[src/rtl/muldiv_pkg.sv]
// Shared types for the HI/LO multiply/divide sequencer: FSM states, decoded op kinds, default width.
package muldiv_pkg;
  localparam int unsigned MULDIV_WIDTH = 32;

  typedef enum logic [1:0] {IDLE, CALC, FIX} state_e;

  typedef enum logic [2:0] {
    OP_NONE, OP_MULT, OP_MULTU, OP_DIV, OP_DIVU, OP_MTHI, OP_MTLO
  } op_kind_e;
endpackage

[src/rtl/muldiv_step.sv]
// One combinational iteration: shift-add multiply step or restoring divide step on a {hi,lo} accumulator.
// Divide branch exists only when MULDIV_DIV_EN is defined.
module muldiv_step
  import muldiv_pkg::*;
#(
  parameter int unsigned WIDTH = MULDIV_WIDTH
) (
  input  logic               mode_i,
  input  logic [2*WIDTH-1:0] acc_i,
  input  logic [WIDTH-1:0]   opnd_i,
  output logic [2*WIDTH-1:0] acc_o,
  output logic               qbit_o
);
  logic [WIDTH:0]     mul_sum;
  logic [2*WIDTH-1:0] mul_acc;

  // Multiplier sits in the low half and is consumed LSB first as the product shifts in from the top.
  assign mul_sum = {1'b0, acc_i[2*WIDTH-1:WIDTH]} + (acc_i[0] ? {1'b0, opnd_i} : {(WIDTH+1){1'b0}});
  assign mul_acc = {mul_sum, acc_i[WIDTH-1:1]};

`ifdef MULDIV_DIV_EN
  logic [WIDTH:0] trial;

  assign trial  = acc_i[2*WIDTH-1:WIDTH-1] - {1'b0, opnd_i};
  assign qbit_o = mode_i & ~trial[WIDTH];

  // The vacated LSB is left zero; the caller merges the quotient bit into it.
  always_comb begin
    acc_o = mul_acc;
    if (mode_i) begin
      acc_o = {(qbit_o ? trial[WIDTH-1:0] : acc_i[2*WIDTH-2:WIDTH-1]), acc_i[WIDTH-2:0], 1'b0};
    end
  end
`else
  assign qbit_o = 1'b0;
  assign acc_o  = mode_i ? acc_i : mul_acc;
`endif
endmodule

[src/rtl/muldiv_ctrl.sv]
// Multi-cycle MULT/MULTU/DIV/DIVU/MTHI/MTLO sequencer owning HI/LO; stalls the pipe until the result retires.
// Define MULDIV_DIV_EN to build the divider; without it DIV/DIVU strobes are ignored and dz stays 0.
module muldiv_ctrl
  import muldiv_pkg::*;
#(
  parameter int unsigned WIDTH = MULDIV_WIDTH
) (
  input  logic             clk,
  input  logic             rst_n,
  input  logic             op_mult,
  input  logic             op_multu,
  input  logic             op_div,
  input  logic             op_divu,
  input  logic             op_mthi,
  input  logic             op_mtlo,
  input  logic [WIDTH-1:0] rs_data,
  input  logic [WIDTH-1:0] rt_data,
  output logic             stall,
  output logic             done,
  output logic [WIDTH-1:0] hi,
  output logic [WIDTH-1:0] lo,
  output logic             dz
);
`ifdef MULDIV_DIV_EN
  localparam bit DivEn = 1'b1;
`else
  localparam bit DivEn = 1'b0;
`endif
  localparam int unsigned   CW      = $clog2(WIDTH);
  localparam logic [CW-1:0] LastCnt = CW'(WIDTH - 1);

  state_e             state_q;
  logic [CW-1:0]      count_q;
  logic [2*WIDTH-1:0] acc_q;
  logic [WIDTH-1:0]   opnd_q, hi_q, lo_q;
  logic               div_q, neg_q, rneg_q, dzp_q, dz_q;

  op_kind_e           req;
  logic               is_mul, is_div, is_signed, rs_neg, rt_neg, div_zero;
  logic [WIDTH-1:0]   rs_mag, rt_mag;
  logic [2*WIDTH-1:0] step_acc, acc_nxt, prod;
  logic               step_qbit;
  logic [WIDTH-1:0]   quo, rem, fix_hi, fix_lo;

  always_comb begin
    req = OP_NONE;
    if (op_div && DivEn)       req = OP_DIV;
    else if (op_divu && DivEn) req = OP_DIVU;
    else if (op_mult)          req = OP_MULT;
    else if (op_multu)         req = OP_MULTU;
    else if (op_mthi)          req = OP_MTHI;
    else if (op_mtlo)          req = OP_MTLO;
  end

  assign is_div    = (req == OP_DIV) || (req == OP_DIVU);
  assign is_mul    = (req == OP_MULT) || (req == OP_MULTU);
  assign is_signed = (req == OP_MULT) || (req == OP_DIV);
  assign rs_neg    = is_signed & rs_data[WIDTH-1];
  assign rt_neg    = is_signed & rt_data[WIDTH-1];
  assign rs_mag    = rs_neg ? -rs_data : rs_data;
  assign rt_mag    = rt_neg ? -rt_data : rt_data;
  assign div_zero  = is_div && (rt_data == '0);

  assign stall = (state_q == CALC) || ((state_q == IDLE) && (is_mul || is_div));
  assign done  = (state_q == FIX);

  muldiv_step #(.WIDTH(WIDTH)) u_step (
    .mode_i (div_q),
    .acc_i  (acc_q),
    .opnd_i (opnd_q),
    .acc_o  (step_acc),
    .qbit_o (step_qbit)
  );
  assign acc_nxt = step_acc | {{(2*WIDTH-1){1'b0}}, step_qbit};

  // Sign fix-up on the magnitude result; a divide-by-zero leaves both flags clear.
  assign prod   = neg_q ? -acc_q : acc_q;
  assign quo    = neg_q ? -acc_q[WIDTH-1:0] : acc_q[WIDTH-1:0];
  assign rem    = rneg_q ? -acc_q[2*WIDTH-1:WIDTH] : acc_q[2*WIDTH-1:WIDTH];
  assign fix_hi = div_q ? rem : prod[2*WIDTH-1:WIDTH];
  assign fix_lo = div_q ? quo : prod[WIDTH-1:0];

  always_ff @(posedge clk or negedge rst_n) begin
    if (!rst_n) begin
      state_q <= IDLE;
      count_q <= '0;
      acc_q   <= '0;
      opnd_q  <= '0;
      hi_q    <= '0;
      lo_q    <= '0;
      div_q   <= 1'b0;
      neg_q   <= 1'b0;
      rneg_q  <= 1'b0;
      dzp_q   <= 1'b0;
      dz_q    <= 1'b0;
    end else begin
      case (state_q)
        IDLE: begin
          if (req == OP_MTHI) hi_q <= rs_data;
          if (req == OP_MTLO) lo_q <= rs_data;
          if (is_mul || is_div) begin
            count_q <= '0;
            div_q   <= is_div;
            opnd_q  <= is_div ? rt_mag : rs_mag;
            if (div_zero) begin
              acc_q   <= {rs_data, {WIDTH{1'b1}}};
              neg_q   <= 1'b0;
              rneg_q  <= 1'b0;
              dzp_q   <= 1'b1;
              state_q <= FIX;
            end else begin
              acc_q   <= {{WIDTH{1'b0}}, (is_div ? rs_mag : rt_mag)};
              neg_q   <= rs_neg ^ rt_neg;
              rneg_q  <= rs_neg;
              dzp_q   <= 1'b0;
              state_q <= CALC;
            end
          end
        end
        CALC: begin
          acc_q   <= acc_nxt;
          count_q <= count_q + 1'b1;
          if (count_q == LastCnt) state_q <= FIX;
        end
        FIX: begin
          hi_q    <= fix_hi;
          lo_q    <= fix_lo;
          if (div_q) dz_q <= dzp_q;
          state_q <= IDLE;
        end
        default: state_q <= IDLE;
      endcase
    end
  end

  assign hi = hi_q;
  assign lo = lo_q;
  assign dz = DivEn & dz_q;
endmodule
[config.mk]
export PLATFORM = sky130hd
export DESIGN_NAME = muldiv_ctrl
export DESIGN_NICKNAME = d
export VERILOG_FILES = /design/src/rtl/muldiv_pkg.sv /design/src/rtl/muldiv_step.sv /design/src/rtl/muldiv_ctrl.sv
export SDC_FILE = /design/constraint.sdc
export NUM_CORES = 1
export LEC_CHECK = 0
export CAP_MARGIN = 40
export CORE_MARGIN = 3
export CORE_UTILIZATION = 45
export CTS_BUF_LIST = sky130_fd_sc_hd__clkbuf_16
export DETAILED_ROUTE_END_ITERATION = 7
export GPL_ROUTABILITY_DRIVEN = 0
export HOLD_SLACK_MARGIN = 0.15
export PLACE_DENSITY = 0.62
export SKIP_CTS_REPAIR_TIMING = 1
export SLEW_MARGIN = 20
export SYNTH_ARGS = -nofsm -noshare
export SYNTH_HDL_FRONTEND = slang
export SYNTH_SLANG_ARGS = --single-unit
[constraint.sdc]
create_clock -name clk -period 5.1 [get_ports clk]
set_clock_uncertainty 0.15 [all_clocks]
set_input_delay 0.51 -clock clk [delete_from_list [all_inputs] [get_ports clk]]
set_output_delay 0.51 -clock clk [all_outputs]
set_load 0.02 [all_outputs]
==> results.toml, run 1 <==
[floorplan]
die_h_um = 170
num_io_pins = 139
core_area_um2 = 26200
die_width_um = 170
initial_core_util_pct = 46.1
std_cell_rows = 59
die_area_um2 = 28800

[logic_synthesis]
synth.largest_area_cell = "dfrtp_1"
async_flop_share_pct = 100
ys_seq_area_share_pct = 35.2
synth_edf_count = 0
ys_ff_latch = 170
ys_top_cells_by_area = "dfrtp_1, o21ai_0, xnor2_1, nand2_1, ha_1"
syn_inst = 1448
ys_warn_count = 0
syn_area_per_cell_um2 = 8.34
syn_nets = 1559
synthesis.area_um2 = 12100
synth_most_common_cell = "nand2_1"
synth.top_cell.area_share_pct = 35.2
synthDistinctLibCells = 82
synth_ff_type = "dfrtp_1"
ys_top_cells_by_count = "nand2_1, o21ai_0, dfrtp_1, a21oi_1, nor2_1"

[finish]
diodes = 0
stdcell_count = 1887
layout.nets = 1650
drive_gt1_share_pct = 5.99
area_growth_pct = 19.1

[clock_network]
clockBufferDepth = 2
clk_latency_ps = 450
clkTransAtPathRegs_ps = 70
cts_tree = "built"
cts_buffers = 17
cts_sinks = 170
root_buffer = "clkbuf_16"
htreeDepth = 4

[power]
leakage_nw = 5.89
power_switching_share_pct = 46.4
comb_power_share_pct = 54.1
p_int_mw = 4.81
p_sw_mw = 4.16
peakVddDrop_v = 0.000322
seq_power_share_pct = 30.9
powerDensity_nw_per_um2 = 624
clkPwrFrac_pct = 15.0

[timing]
grt_setup_unrepaired = "no"
setup_tns_ps = 0
fin_crit_sh_pct = 72.7
setup_violations = 0
hold_violations = 0
fmax_ghz = 0.270
report.final.slew_viol_count = 0
max_slew_margin_pct = 42.6
worst_slew_pin_slew_ps = 854
hold_slack_ps = 320
period_minus_slack_ps = 3710

[route]
via_count = 11200
wl_per_cell_um = 20.1
wl_um = 38000
ant_nets = 0
drtIter0Drc = 929
drt_pre_antenna_iters = 6
post-route-drc-count = 0
vias_per_cell = 5.96

[place]
dp.cells = 1853
portBuffers = 135
place_hpwl_um = 28500

[grt]
overflow = 0
grt_start_max_net_pins = 65
grt_antenna_before_repair = 0
grt_pass1_vias = 10600
grt_usage_pct = 26.3
grt_pass1_wl_um = 59800

[critical_path]
worst-path-max-fanout = 30
cp.required_ps = 5230
cp-end-kind = "flop"
worst-endpoint-arrival_ps = 3840
worst-setup-path-type = "reg -> reg"
critPathLaunchType = "flop"

[status]
status = "complete, no violations"

[job]
max-cap-violations = 0

[hold_path]
hp-class = "reg -> reg"
placed cells by master, fill, tap and decap left out, types with 26 or more instances in the layout:
master / Yosys / final
xor2_1: 46 / 46
nand3_1: 26 / 26
nand2_1: 192 / 192
ha_1: 38 / 38
and2_1: 40 / 40
dfrtp_1: 170 / 170
clkdlybuf4s50_1: 0 / 134
nor3_1: 29 / 29
a21oi_1: 92 / 92
xnor2_1: 84 / 84
o31ai_1: 26 / 26
o21ai_0: 172 / 172
nor2_1: 88 / 85
mux2i_1: 39 / 39
worst max-delay path, cell delays in order (launching register included):
cell and delay (ps):
dfrtp_1 510, buf_4 350, and2_1 240, fa_1 280
a21oi_1 110, o211ai_1 330, a21oi_1 200, nor3_1 450
a2111oi_0 190, a311oi_1 540, o22ai_1 170
kinds of logic after synthesis:
group / after synthesis / synth area share (%)
mux: 43 / 3.60
compound gates: 450 / 22.8
simple gates: 506 / 21.3
fa+ha+maj: 39 / 4.10
buf+inv: 109 / 3.48
xor+xnor: 130 / 9.43
other cells: 1 / 0.0310
flops: 170 / 35.2
state kept, by name, summed over array words and instances, names as in the netlist:
| signal | count |
|---|---|
| lo | 32 |
| rneg_q | 1 |
| neg_q | 1 |
| opnd_q | 32 |
| acc_q | 64 |
| count_q | 5 |
| hi | 32 |
| div_q | 1 |
| state_q | 2 |
final timing paths:
kind	from	slack, ps	end	depth (start not counted)
worst max register to register	acc_q[0]$_DFFE_PN0P_	1390	acc_q[57]$_DFFE_PN0P_	10
worst min-delay path	opnd_q[31]$_DFFE_PN0P_	320	opnd_q[31]$_DFFE_PN0P_	2
max in group asynchronous	rst_n	3170	acc_q[36]$_DFFE_PN0P_	4
worst max-delay path	acc_q[0]$_DFFE_PN0P_	1390	acc_q[57]$_DFFE_PN0P_	10
worst min register to register	opnd_q[31]$_DFFE_PN0P_	320	opnd_q[31]$_DFFE_PN0P_	2
min in group asynchronous	rst_n	380	count_q[3]$_DFFE_PN0P_	2
per-stage QoR:
step | power (mW) | util [%] | setup slack [ps] | instance area, um2
5_1_grt | 9.65 | 54.9 | 1240 | 14400
2_1_floorplan | 5.91 | - | 2200 | 12100
3_5_place_dp | 7.61 | 52.5 | 1480 | 13800
3_3_place_gp | 7.51 | 52.2 | 1510 | 13700
4_1_cts | 8.97 | 54.8 | 1440 | 14400
6_report | 8.97 | 54.9 | 1390 | 14400
final cells by class:
cell class	instances	area, um2
repair buffers	158	1590
clock inverters	15	178
multi-input cells	1169	7430
inverters	23	86.3
flip-flops and latches	170	4250
fillers	2509	11800
well taps	335	419
clock buffers	17	425
metal layers:
metal / track usage [%] / vias to the layer above / wire length (um) / share of wire, %
met1: 35.9 / 5415 / 16900 / 45
met3: 3.48 / 49 / 1900 / 5.0
li1: - / 5441 / - / -
met4: 6.90 / 0 / 766 / 2.0
met5: 0 / - / 0 / 0
met2: 44.2 / 336 / 18400 / 48
power by group through the flow:
stage               clock [mW]  combinational, mW  sequential, mW
floorplan                    0               3.12            2.78
global placement             0               4.74            2.77
detailed placement           0               4.83            2.79
CTS                       1.36               4.84            2.77
global route              1.42               5.37            2.86
finish                    1.35               4.85            2.77
Power figures use the tool's default switching activity.
==> inputs of run 2 (changes only) <==
PLACE_DENSITY = 0.65   (was 0.62)
clock period = 3.3 ns   (was 5.1 ns; I/O delays follow)
==> run 2 against run 1 <==
Effect of this change: critical path depth is 2 higher; largest cell class unchanged; flip-flop and latch count stayed put; via count is 3.1% higher; register-to-register slack worse by 1400 ps; global-route usage is 0.24 points higher; combinational power is 64% higher; worst setup slack worse by 1400 ps; die area stayed put; hold slack worse by 110 ps; non-clock buffer count is 59 higher.
==> results.toml, run 2 (synthesized netlist as in run 1, its figures left out) <==
[status]
status = "complete, no violations"

[critical_path]
rr_startpoint = "acc_q[0]$_DFFE_PN0P_"
critPathLaunchType = "flop"
path_cells = "buf_12, and2_1, fa_1, a21oi_2, o211ai_1, buf_4, a21oi_1, nor3_1, a2111oi_1, a311oi_2, buf_4, o22ai_1"
ff2ff_setup_slack_ps = 40
worst-path-max-fanout = 32
cp.required_ps = 3490
cp-end-kind = "flop"
slowest_delay_ps = 510
r2r_end = "acc_q[57]$_DFFE_PN0P_"
critPathSlowestCell = "a2111oi_1"
r2r_cells = 12
crit_top_cell = "buf_4"
worst-setup-path-type = "reg -> reg"
crit_buf_inv = 3
worst-endpoint-arrival_ps = 3450
crit_family = "compound AO/OA/AOI/OAI gates"

[finish]
layout.nets = 1709
mostFrequentLayoutCell = "nand2_1"
drive_gt1_share_pct = 9.62
multi_input_area_um2 = 7450
fillers = 2432
area_growth_pct = 23.3
ff_latch_area_um2 = 4250
largest_reg_flops = 64
max_flop_register = "acc_q"
stdcell_count = 1946
final_cell_mix = "nand2_1, o21ai_0, dfrtp_1, clkdlybuf4s50_1, a21oi_1"
diodes = 0
fin_area_um2 = 14900

[timing]
fmax_ghz = 0.306
max_slew_margin_pct = 53.5
setup_tns_ps = 0
layout_setup_ws_ps = 35.5
worst_slew_pin_slew_ps = 696
grt_setup_unrepaired = "yes"
fin_crit_sh_pct = 98.9
report.final.slew_viol_count = 0
period_minus_slack_ps = 3260
hold_violations = 0
hold_slack_ps = 214
setup_violations = 0

[floorplan]
core_area_um2 = 26200
die_h_um = 170
initial_core_util_pct = 46.1
num_io_pins = 139
std_cell_rows = 59
die_width_um = 170
die_area_um2 = 28800

[power]
p_sw_mw = 6.46
comb_power_share_pct = 54.6
clkPwrFrac_pct = 16.5
p_int_mw = 8.05
peakVddDrop_v = 0.000394
seq_power_share_pct = 28.8
powerDensity_nw_per_um2 = 974
power_switching_share_pct = 44.5
leakage_nw = 6.20

[grt]
grt_start_max_net_pins = 68
grt_antenna_before_repair = 0
grt_usage_pct = 26.5
grt_pass1_vias = 11000
overflow = 0
grt_pass1_wl_um = 60700

[route]
ant_nets = 0
drtIter0Drc = 1066
wl_per_cell_um = 19.7
wl_um = 38400
via_count = 11600
post-route-drc-count = 0
vias_per_cell = 5.96
drt_pre_antenna_iters = 5

[place]
dp_slack_ps = 47.8
portBuffers = 135
dp.cells = 1913
placed_cell_area_um2 = 14200
place_hpwl_um = 28900

[clock_network]
cts_buffers = 17
root_buffer = "clkbuf_16"
htreeDepth = 4
clkTransAtPathRegs_ps = 80
cts_tree = "built"
cts_sinks = 170
clockBufferDepth = 2
clk_latency_ps = 440

[job]
max-cap-violations = 0

[hold_path]
hp-class = "in -> async"
==> run 2: power by group through the flow <==
stage               Combinational, mW  Clock (mW)  Sequential, mW
floorplan                        4.82           0            4.30
global placement                 7.69           0            4.18
detailed placement               7.83           0            4.20
CTS                              7.85        2.42            4.17
global route                     8.76        2.48            4.33
finish                           7.93        2.40            4.19
==> run 2: layout make-up <==
class | instances | share of cell area, %
sequential | 170 | 28.6
timing repair buffer | 217 | 13.4
multi-input combinational | 1169 | 50.0
clock buffer | 17 | 2.86
tap | 335 | 2.81
inverter | 23 | 0.580
clock inverter | 15 | 1.75
==> run 2: worst max-delay path by stage <==
| stage | startpoint | endpoint | slack, ps | cells past startpoint |
|---|---|---|---|---|
| finish | acc_q[0]$_DFFE_PN0P_ | acc_q[57]$_DFFE_PN0P_ | 40 | 12 |
| global route | acc_q[0]$_DFFE_PN0P_ | acc_q[57]$_DFFE_PN0P_ | -100 | 12 |
| CTS | acc_q[0]$_DFFE_PN0P_ | acc_q[57]$_DFFE_PN0P_ | 10 | 12 |
| detailed placement | acc_q[0]$_DFFE_PN0P_ | acc_q[57]$_DFFE_PN0P_ | 50 | 12 |
| global placement | acc_q[0]$_DFFE_PN0P_ | acc_q[57]$_DFFE_PN0P_ | 80 | 12 |
| floorplan | acc_q[0]$_DFFE_PN0P_ | acc_q[58]$_DFFE_PN0P_ | 400 | 11 |
==> run 2: metrics by stage <==
stage               power, mW  util, %
global placement         11.9     54.1
detailed placement       12.0     54.1
floorplan                9.13        -
finish                   14.5     56.8
global route             15.6     56.8
CTS                      14.4     56.7
==> run 2: worst reg2reg max path, stage by stage, from the launching register on <==
cell and delay (ps):
dfrtp_1 410, buf_12 180, and2_1 180, fa_1 490, a21oi_2 200, o211ai_1 160
buf_4 180, a21oi_1 160, nor3_1 130, a2111oi_1 510, a311oi_2 130, buf_4 160
o22ai_1 120
==> run 2: per-layer routing <==
metal | GRT usage (%) | vias to the layer above | routed length, um
met5 | 0 | - | 0
met1 | 36.8 | 5578 | 17300
met4 | 10.6 | 0 | 1300
met3 | 3.34 | 80 | 1990
met2 | 42.3 | 374 | 17800
li1 | - | 5558 | -
==> inputs of run 3 (changes only) <==
DONT_BUFFER_PORTS = 1   (was default)
PLACE_DENSITY = 0.58   (was 0.65)
==> run 3 against run 2 <==
Effect of this change: the flow now finishes with violations (negative hold slack); cell area shrank 6.7%; die area unchanged; first-iteration DRC count fell by 6.8%; worst setup slack better by 47 ps; register-to-register slack improved by 50 ps; flip-flop and latch count stayed put; via count shrank 3.5%; hold slack got worse by 770 ps; utilization down 3.8 points; wire length is 3.4% higher; clock-buffer cell count stayed put; largest power group unchanged.
==> results.toml, run 3 (synthesized netlist as in run 1, its figures left out) <==
[status]
status = "finished, violations left"
violations = "negative hold slack"

[critical_path]
worst-setup-path-type = "reg -> reg"
rr_startpoint = "acc_q[0]$_DFFE_PN0P_"
ff2ff_setup_slack_ps = 80
critPathSlowestCell = "o31ai_1"
critPathLaunch = "acc_q[0]$_DFFE_PN0P_"
worst-path-max-fanout = 6
path_cells = "buf_4, and2_1, fa_1, a21oi_1, o211ai_1, and4_1, o31ai_1, a211oi_2, nand4b_1, a31oi_1"
cp-end-kind = "flop"
critPathLaunchType = "flop"
slowest_delay_ps = 500
worst-endpoint-arrival_ps = 3420
cp.required_ps = 3510

[floorplan]
die_area_um2 = 28800
std_cell_rows = 59
die_width_um = 170
die_h_um = 170
core_area_um2 = 26200
initial_core_util_pct = 46.1
num_io_pins = 139

[power]
leakage_nw = 5.76
p_total_mw = 13.4
peakVddDrop_v = 0.000434
powerDensity_nw_per_um2 = 967

[finish]
layout.nets = 1610
largest_reg_flops = 64
finalCoreUtilization_pct = 53.1
final_cell_mix = "nand2_1, o21ai_0, dfrtp_1, a21oi_1, nor2_1"
fillers = 2481
fin_area_um2 = 13900
area_growth_pct = 15.1
drive_gt1_share_pct = 8.60
max_flop_register = "acc_q"
diodes = 0
stdcell_count = 1847
multi_input_area_um2 = 7470
ff_latch_area_um2 = 4250
mostFrequentLayoutCell = "nand2_1"

[route]
post-route-drc-count = 0
vias_per_cell = 6.06
wl_um = 39700
drtIter0Drc = 994
drt_pre_antenna_iters = 5
wl_per_cell_um = 21.5
ant_nets = 0
via_count = 11200

[grt]
grt_antenna_before_repair = 0
grt_pass1_wl_um = 59600
grt_usage_pct = 26.2
overflow = 0
grt_start_max_net_pins = 171
grt_pass1_vias = 10400

[clock_network]
clk_latency_ps = 430
cts_tree = "built"
clockBufferDepth = 2
clkTransAtPathRegs_ps = 80
root_buffer = "clkbuf_16"
htreeDepth = 4
cts_buffers = 17
cts_sinks = 170

[timing]
layout_setup_ws_ps = 82.3
worst_slew_pin_slew_ps = 851
fin_crit_sh_pct = 97.5
setup_tns_ps = 0
hold_slack_ps = -552
setup_violations = 0
max_slew_margin_pct = 43.1
hold_violations = 170
period_minus_slack_ps = 3220
report.final.slew_viol_count = 0
fmax_ghz = 0.311

[place]
placed_cell_area_um2 = 12600
dp_slack_ps = 82.1
portBuffers = 0
dp.cells = 1747
place_hpwl_um = 28300

[hold_path]
hp-class = "in -> async"

[job]
max-cap-violations = 0
run 3: worst max-delay path, delay by kind of cell (launching register included):
family / cells / cell delay (ps)
adder cells (fa/ha/maj): 1 / 460
AO/OA/AOI/OAI: 5 / 1350
AND/OR/NAND/NOR: 3 / 630
flip-flops: 1 / 390
buffers and inverters: 1 / 160
run 3: power breakdown:
part / switching (mW) / leakage [nW] / total, mW / internal (mW)
registers: 1.65 / 2.06 / 4.75 / 3.10
clock network: 1.02 / 0.284 / 2.03 / 1.01
logic: 3.77 / 3.41 / 6.67 / 2.90
total: 6.44 / 5.76 / 13.4 / 7.01
run 3: routing by layer:
layer / part of all wire (%) / GRT usage (%) / vias to the layer above
met2: 48 / 43.5 / 371
li1: - / - / 5359
met3: 6.5 / 5.09 / 51
met4: 2.0 / 6.76 / 0
met1: 44 / 35.3 / 5407
met5: 0 / 0 / -
run 3: final cells by class:
| class | count | share of cell area [%] |
|---|---|---|
| Clock buffer | 17 | 3.06 |
| Clock inverter | 15 | 1.14 |
| Inverter | 23 | 0.621 |
| Multi-Input combinational cell | 1169 | 53.7 |
| Sequential cell | 170 | 30.6 |
| Tap cell | 335 | 3.01 |
| Timing Repair Buffer | 118 | 7.85 |
run 3: path summary, 6_finish.rpt:
check                      depth (start not counted)                      to
max                                               10   acc_q[59]$_DFFE_PN0P_
min                                                0   acc_q[44]$_DFFE_PN0P_
max reg2reg                                       10   acc_q[59]$_DFFE_PN0P_
min reg2reg                                        2  opnd_q[18]$_DFFE_PN0P_
max in group asynchronous                          0   acc_q[20]$_DFFE_PN0P_
min in group clk                                   4   acc_q[10]$_DFFE_PN0P_
